**config.mk**
```make
export PLATFORM = sky130hd
export DESIGN_NAME = hazard_scoreboard
export DESIGN_NICKNAME = d
export VERILOG_FILES = /design/src/rtl/hazard_scoreboard.sv
export SDC_FILE = /design/constraint.sdc
export NUM_CORES = 1
export LEC_CHECK = 0
export CORE_ASPECT_RATIO = 1.25
export CORE_MARGIN = 4
export CORE_UTILIZATION = 30
export DETAILED_ROUTE_END_ITERATION = 16
export PLACE_DENSITY = 0.56
export SLEW_MARGIN = 10
export SYNTH_ARGS = -nofsm -noshare
export SYNTH_HDL_FRONTEND = slang
export SYNTH_SLANG_ARGS = --single-unit
```
**constraint.sdc**
```tcl
create_clock -name clk -period 2.2 [get_ports clk]
set_input_delay 0.33 -clock clk [delete_from_list [all_inputs] [get_ports clk]]
set_output_delay 0.33 -clock clk [all_outputs]
set_load 0.02 [all_outputs]
```
**src/rtl/hazard_scoreboard.sv**
```systemverilog
`default_nettype none
// ============================================================================
// Module      : hazard_scoreboard
// Description : Tracks EX/MEM/WB destination registers, raises the ID-stage
//               RAW hazard, drives EXE forwarding selects and counts stalls.
//               Optional macro HAZARD_FORWARDING_EN enables forwarding.
// Revision    : 1.0 - initial release
// ============================================================================
module hazard_scoreboard (
    input  logic        clk,
    input  logic        rst,
    input  logic [3:0]  src1,
    input  logic [3:0]  src2,
    input  logic        Two_src,
    input  logic        WB_EN_ID,
    input  logic        MEM_R_EN_ID,
    input  logic [3:0]  Dest_ID,
    input  logic        flush,
    input  logic        mem_stall,
    output logic        hazard,
    output logic [1:0]  fwd_sel_src1,
    output logic [1:0]  fwd_sel_src2,
    output logic [15:0] stall_count
);

    typedef struct packed {
        logic       valid;
        logic       wb_en;
        logic       mem_r;
        logic [3:0] dest;
    } slot_t;

    localparam logic [15:0] c_cnt_max  = 16'hFFFF;
    localparam logic [1:0]  c_sel_rf   = 2'b00;
    localparam logic [1:0]  c_sel_mem  = 2'b01;
    localparam logic [1:0]  c_sel_wb   = 2'b10;

    slot_t       r_ex;
    slot_t       r_mem;
    slot_t       r_wb;
    logic [3:0]  r_ex_src1;
    logic [3:0]  r_ex_src2;
    logic        r_ex_two_src;
    logic [15:0] r_stall_cnt;

    logic        w_hazard_raw;
    logic [1:0]  w_fwd1;
    logic [1:0]  w_fwd2;
    logic        w_unused;

    function automatic logic f_match(input slot_t s, input logic [3:0] r);
        return s.valid & s.wb_en & (s.dest == r);
    endfunction

`ifdef HAZARD_FORWARDING_EN
    // Only a load sitting in EX cannot be forwarded in time.
    assign w_hazard_raw = r_ex.mem_r &
                          (f_match(r_ex, src1) | (Two_src & f_match(r_ex, src2)));

    always_comb begin
        w_fwd1 = c_sel_rf;
        w_fwd2 = c_sel_rf;
        if (rst && r_ex.valid) begin
            if (f_match(r_mem, r_ex_src1))
                w_fwd1 = c_sel_mem;
            else if (f_match(r_wb, r_ex_src1))
                w_fwd1 = c_sel_wb;
            if (r_ex_two_src) begin
                if (f_match(r_mem, r_ex_src2))
                    w_fwd2 = c_sel_mem;
                else if (f_match(r_wb, r_ex_src2))
                    w_fwd2 = c_sel_wb;
            end
        end
    end

    assign w_unused = ^{r_mem.mem_r, r_wb.mem_r};
`else
    // WB never stalls: the register file writes before it is read.
    assign w_hazard_raw = f_match(r_ex, src1) | f_match(r_mem, src1) |
                          (Two_src & (f_match(r_ex, src2) | f_match(r_mem, src2)));

    assign w_fwd1   = c_sel_rf;
    assign w_fwd2   = c_sel_rf;
    assign w_unused = ^{r_ex.mem_r, r_ex_src1, r_ex_src2, r_ex_two_src,
                        r_mem.mem_r, r_wb};
`endif

    assign hazard       = rst & ~flush & w_hazard_raw;
    assign fwd_sel_src1 = w_fwd1;
    assign fwd_sel_src2 = w_fwd2;
    assign stall_count  = rst ? r_stall_cnt : 16'h0000;

    always_ff @(posedge clk) begin
        if (!rst) begin
            r_ex         <= '0;
            r_mem        <= '0;
            r_wb         <= '0;
            r_ex_src1    <= 4'h0;
            r_ex_src2    <= 4'h0;
            r_ex_two_src <= 1'b0;
            r_stall_cnt  <= 16'h0000;
        end else if (!mem_stall) begin
            r_wb  <= r_mem;
            r_mem <= r_ex;
            if (flush || hazard)
                r_ex <= '0;
            else
                r_ex <= '{valid: 1'b1, wb_en: WB_EN_ID, mem_r: MEM_R_EN_ID, dest: Dest_ID};
            r_ex_src1    <= src1;
            r_ex_src2    <= src2;
            r_ex_two_src <= Two_src;
            if (hazard && (r_stall_cnt != c_cnt_max))
                r_stall_cnt <= r_stall_cnt + 16'd1;
        end
    end

endmodule
`default_nettype wire
```
==> results.toml, run 1 <==
[routing]
highest_layer = "met4"
dr_wl_met2_mm = 2.03
vias = 1419
wl_met3_um = 173
drtIter0Drc = 34
drt-total-wl_mm = 3.93
met1_length_mm = 1.70
drt-pass1-iter-count = 4
antenna_left = 0
via_per_inst = 4.84
wl_per_cell_um = 13.4
drc = 0

[die]
placementRows = 30
ioPinCount = 40
die_w_um = 75.0
die_height_um = 91.7
dieArea_um2 = 6870
core-area_um2 = 5440
start_util_pct = 30.9

[pwr]
p_per_area_nw_per_um2 = 446
comb_power_share_pct = 11.9
power_uw = 1060
clockPowerShare_pct = 38.6
seqPwrFrac_pct = 49.5
p_leak_uw = 0.000947
ir_drop_mv = 0.204
power_switching_uw = 230
sw_frac_of_total_pct = 21.8
p_int_uw = 825

[clock_network]
cts_made_buffers = 3
cts-root-buf = "clkbuf_8"
clock-sinks = 28
cts_tree = "built"
clock_latency_ns = 0.27
clk_pin_slew_ns = 0.10
clockBufferDepth = 2
h-tree-depth = 1

[sta]
setup_tns_ns = 0
fmax_mhz = 465
hold_viol_final = 0
slew_viol_final = 0
setup_ws_ns = 0.0514
post-route-period-util_pct = 97.7
finalSetupViolations = 0
fin_skew_ns = 0.00171
period_minus_slack_ns = 2.15
fin_hold_ws_ns = 0.507

[finish]
drive_gt1_share_pct = 24.0
num_antenna_cells = 0
area_delta_synth_final_pct = 40.8
layout.nets = 250
fill_cells = 537
fin_util_pct = 43.5

[global_routing]
grt_max_degree = 22
grt.overflow.total = 0
grt_antenna_before_repair = 0
track_usage_pct = 12.1
grt_pass1_vias = 1466
grt_pass1_wl_mm = 6.59

[yosys]
ys_seq_elements = 28
synth_common_cells = "dfxtp_1, nor2_1, and2_1, xnor2_1, nand2_1"
synthesis.area_um2 = 1680
yosysWarnings = 0
seq_area_frac_synth_pct = 33.3
syn_area_per_cell_um2 = 9.45
yosysUniqueCellTypes = 42
yosys_most_used_dff = "dfxtp_1"
yosysTopAreaCellShare_pct = 33.3
synth_area_leaders = "dfxtp_1, and2_1, xnor2_1"
yosysTopAreaCell = "dfxtp_1"
syn_inst = 178
synth_most_common_cell = "dfxtp_1"
synthArstFlopShare_pct = 0
synth_edf_count = 0

[worst_setup_path]
crit_fanout = 6
path_cells = "clkdlybuf4s50_1, xor2_1, nor3_1, nand4_1, o21ai_4, nor2_4, buf_8, or3_4, mux2_1"
end_kind = "flip-flop"
path_class = "primary input to flip-flop"
critical_path_arrival_ns = 2.32
critical-path-slowest-cell = "clkdlybuf4s50_1"
max_stage_delay_ns = 0.45
startpoint_type = "primary input"
critPathRequiredTime_ns = 2.37

[placed_design]
portBuffers = 34
dp_hpwl_mm = 3.04
gp_congestion = 0.807
pre_cts_slack_ns = -0.531

[job]
drv_cap = 0

[min_path]
hp-class = "flip-flop to flip-flop"

[run_status]
outcome = "finished, final reports clean"
-- cell usage in the layout, fill, tap and decap left out, types with 2 or more instances in the layout --
master,synthesis,final
nand4_1,4,4
nor3b_2,2,2
a21oi_1,2,2
a32o_1,5,5
mux2_1,7,7
nor2_1,23,23
xor2_1,7,7
dlygate4sd2_1,0,4
and2_1,17,17
nor3_1,2,2
clkbuf_8,0,3
o31ai_1,2,2
dfxtp_1,28,27
nor3_2,2,2
buf_4,4,19
o21ai_4,2,2
nor4b_4,0,2
mux2_4,5,5
mux2i_1,6,6
clkdlybuf4s50_1,0,28
xnor2_1,10,10
o21ai_1,2,2
buf_12,0,2
nor4_2,2,4
nand3_1,7,7
or3_1,3,2
conb_1,1,4
nand2_1,8,8
-- repair_timing --
| action | 4_1_cts | 5_1_grt |
|---|---|---|
| hold buffers | 0 | 0 |
| pin swaps | 0 | 1 |
| resized for setup | 14 | 5 |
| gates cloned | 0 | 1 |
| setup buffers | 1 | 2 |
| setup endpoints to repair | 9 | 7 |
-- per-layer routing --
layer | vias to the layer above | GRT usage, %
li1 | 724 | -
met1 | 664 | 14.7
met2 | 29 | 21.2
met3 | 2 | 1.97
met4 | 0 | 3.56
met5 | - | 0
-- state kept, by name, indices dropped and copies added (netlist names) --
name,flops
r_stall_cnt,16
r_mem,6
r_ex,6
-- worst max-delay path: cells and delay by family --
kind / cells / cell delay [ns]
AOI/OAI and AO/OA: 1 / 0.12
buffers and inverters: 2 / 0.59
xor gates and xnor gates: 1 / 0.16
muxes: 1 / 0.31
and+or+nand+nor: 4 / 0.80
-- final timing paths --
kind,startpoint,endpoint,slack [ns],cells after the start
max,src1[2],r_stall_cnt[5]$_SDFFE_PN0P_,0.05,9
min,r_stall_cnt[0]$_SDFFE_PN0P_,r_stall_cnt[0]$_SDFFE_PN0P_,0.51,1
max reg2reg,r_mem[1]$_SDFFE_PN0N_,r_stall_cnt[5]$_SDFFE_PN0P_,0.05,7
min reg2reg,r_stall_cnt[0]$_SDFFE_PN0P_,r_stall_cnt[0]$_SDFFE_PN0P_,0.51,1
-- area by class of cell --
type	count	area, µm²	share of cell area [%]
Timing Repair Buffer	57	556	23.5
Sequential cell	28	562	23.7
Tap cell	64	80.1	3.38
Clock inverter	1	30.0	1.27
Clock buffer	3	41.3	1.74
Multi-Input combinational cell	139	1100	46.3
Inverter	1	3.75	0.158
-- through the flow --
step	std cells	instance area (µm²)
finish	293	2370
global route	293	2370
CTS	290	2300
detailed placement	285	2200
global placement	285	2200
floorplan	181	1690
-- power by group through the flow --
stage                     Clock (µW)  Combinational [µW]  Sequential (µW)
after global placement             0                 127              535
after detailed placement           0                 128              535
final                            407                 126              523
after CTS                        425                 127              523
after global routing             451                 137              525
after floorplan                    0                68.7              532
-- kinds of logic after synthesis --
kind of cell / count (synthesis) / share of synthesized area, %
AO/OA/AOI/OAI: 16 / 9.45
XOR/XNOR: 17 / 8.85
adder cells (fa/ha/maj): 1 / 0.744
buffers and inverters: 14 / 4.98
flip-flops: 28 / 33.3
multiplexers: 18 / 12.7
other: 1 / 0.223
AND/OR/NAND/NOR: 83 / 29.7
Power figures use the tool's default switching activity.
==> inputs of run 2 (changes only) <==
Settings changed: MAX_ROUTING_LAYER from default to met4, SETUP_SLACK_MARGIN from default to 0.4, TNS_END_PERCENT from default to 20.
==> run 2 against run 1 <==
Power up 1.0%. Clock skew up 0.0065 ns. Final cell count down 0.34%. Non-clock buffer count down 1. First-iteration DRC count up 79%. Design area down 0.58%. Critical path type unchanged. Combinational power about the same. Sequential share of layout area up 0.35 points. Utilization down 0.25 points. Critical endpoint is now r_stall_cnt[7]$_SDFFE_PN0P_.
==> results.toml, run 2 (synthesis results as in run 1) <==
[clock_network]
cts_tree = "built"
clockBufferDepth = 2
clock-sinks = 28
h-tree-depth = 1
cts-root-buf = "clkbuf_8"
cts_made_buffers = 3
hold_buffers = 0
clk_pin_slew_ns = 0.10
clock_latency_ns = 0.29

[routing]
antenna_left = 0
via_per_inst = 4.82
drt-pass1-iter-count = 4
vias = 1407
drt-total-wl_mm = 3.93
drc = 0
drtIter0Drc = 61
wl_per_cell_um = 13.4

[worst_setup_path]
end_kind = "flip-flop"
max_stage_delay_ns = 0.54
path_cells = "dlygate4sd2_1, xor2_2, or4_4, o21ai_4, nor2_4, buf_6, or3_4, mux2_4"
path_class = "primary input to flip-flop"
crit_fanout = 8
cp.depth = 8
endpoint = "r_stall_cnt[7]$_SDFFE_PN0P_"
reg2reg_depth = 7
cp.buffers_inverters = 2
r2r_setup_slack_ns = 0.08
critical-path-slowest-cell = "or4_4"
r2r_start = "r_mem[0]$_SDFFE_PN0N_"
startpoint_type = "primary input"
cp_top_family = "simple AND/OR/NAND/NOR gates"
critPathRequiredTime_ns = 2.38
critical_path_arrival_ns = 2.31
reg2reg_to = "r_stall_cnt[7]$_SDFFE_PN0P_"
crit_start = "src2[1]"

[global_routing]
grt_antenna_before_repair = 0
grt_pass1_wl_mm = 6.41
track_usage_pct = 12.1
grt_pass1_vias = 1392
grt_max_degree = 22
grt.overflow.total = 0

[sta]
slew_viol_final = 0
hold_viol_final = 0
post-route-period-util_pct = 96.6
period_minus_slack_ns = 2.13
setup_tns_ns = 0
finalSetupViolations = 0
fin_skew_ns = 0.00826
setup_ws_ns = 0.0742
rsz0062_at_grt = "yes"
fmax_mhz = 470

[finish]
final_common_cell = "dfxtp_1"
layout.nets = 249
num_antenna_cells = 0
top_register = "r_stall_cnt"
drive_gt1_share_pct = 27.6
largest_reg_flops = 16
finalNonFillerCells = 292
reg_top3 = "r_stall_cnt x16, r_ex x6, r_mem x6"
fill_cells = 546
area_delta_synth_final_pct = 40.0
most-common-layout-cells = "dfxtp_1, nor2_1, buf_4"

[placed_design]
gp_congestion = 0.755
pre_cts_slack_ns = -0.444
portBuffers = 34
placed_cells = 286
dp_hpwl_mm = 2.98

[die]
placementRows = 30
die_w_um = 75.0
start_util_pct = 30.9
ioPinCount = 40
dieArea_um2 = 6870
die_height_um = 91.7
core-area_um2 = 5440

[pwr]
power_switching_uw = 245
seqPwrFrac_pct = 49.0
p_int_uw = 822
p_leak_uw = 0.00103
ir_drop_mv = 0.298
sw_frac_of_total_pct = 23.0
p_per_area_nw_per_um2 = 453
comb_power_share_pct = 11.6
clockPowerShare_pct = 39.5

[min_path]
hp-class = "flip-flop to flip-flop"

[run_status]
outcome = "finished, final reports clean"

[job]
drv_cap = 0
==> run 2: how the worst min path moves through the flow <==
| stage | from | to | slack, ns | cells after the start |
|---|---|---|---|---|
| after CTS | r_stall_cnt[0]$_SDFFE_PN0P_ | r_stall_cnt[0]$_SDFFE_PN0P_ | 0.52 | 1 |
| after floorplan | r_stall_cnt[0]$_SDFFE_PN0P_ | r_stall_cnt[0]$_SDFFE_PN0P_ | 0.45 | 1 |
| after global routing | r_stall_cnt[0]$_SDFFE_PN0P_ | r_stall_cnt[0]$_SDFFE_PN0P_ | 0.54 | 1 |
| after detailed placement | r_stall_cnt[0]$_SDFFE_PN0P_ | r_stall_cnt[0]$_SDFFE_PN0P_ | 0.51 | 1 |
| after global placement | r_stall_cnt[0]$_SDFFE_PN0P_ | r_stall_cnt[0]$_SDFFE_PN0P_ | 0.49 | 1 |
| final | r_stall_cnt[14]$_SDFFE_PN0P_ | r_stall_cnt[14]$_SDFFE_PN0P_ | 0.52 | 2 |
==> run 2: layer usage <==
layer | routed length (µm) | global-route usage (%)
met2 | 2110 | 20.9
met5 | 0 | -
met3 | 164 | 1.86
met4 | 41 | 4.01
met1 | 1620 | 14.0
==> run 2: power groups by stage <==
stage | sequential (µW) | clock, µW | combinational [µW]
finish | 522 | 421 | 123
global route | 524 | 454 | 136
CTS | 523 | 432 | 121
detailed placement | 535 | 0 | 124
global placement | 535 | 0 | 123
floorplan | 532 | 0 | 69.7
==> run 2: tightest hold or removal path, cell delays in order (launching register included) <==
cell and delay, ns:
dfxtp_1 0.35, o21ai_0 0.08, a21oi_1 0.06
==> run 2: layout make-up <==
class / instances / area, µm² / area share (%)
well taps: 64 / 80.1 / 3.40
repair buffers: 56 / 487 / 20.7
flip-flops and latches: 28 / 567 / 24.1
clock buffers: 3 / 41.3 / 1.75
multi-input cells: 139 / 1150 / 48.7
inverters: 1 / 3.75 / 0.159
clock inverters: 1 / 30.0 / 1.28
==> run 2: repair_timing <==
action / 4_1_cts / 5_1_grt
setup buffers: 1 / 1
pin swaps: 2 / 7
gates resized for setup: 29 / 12
endpoints found under the setup margin: 37 / 38
==> run 2: stage by stage <==
step | hold slack [ns] | area (µm²) | utilization, % | power (µW)
final | 0.523 | 2350 | 43.3 | 1070
after floorplan | 0.454 | 1730 | - | 601
after CTS | 0.522 | 2280 | 41.9 | 1080
after global routing | 0.540 | 2350 | 43.3 | 1110
after global placement | 0.487 | 2210 | 40.6 | 658
after detailed placement | 0.507 | 2210 | 40.6 | 659
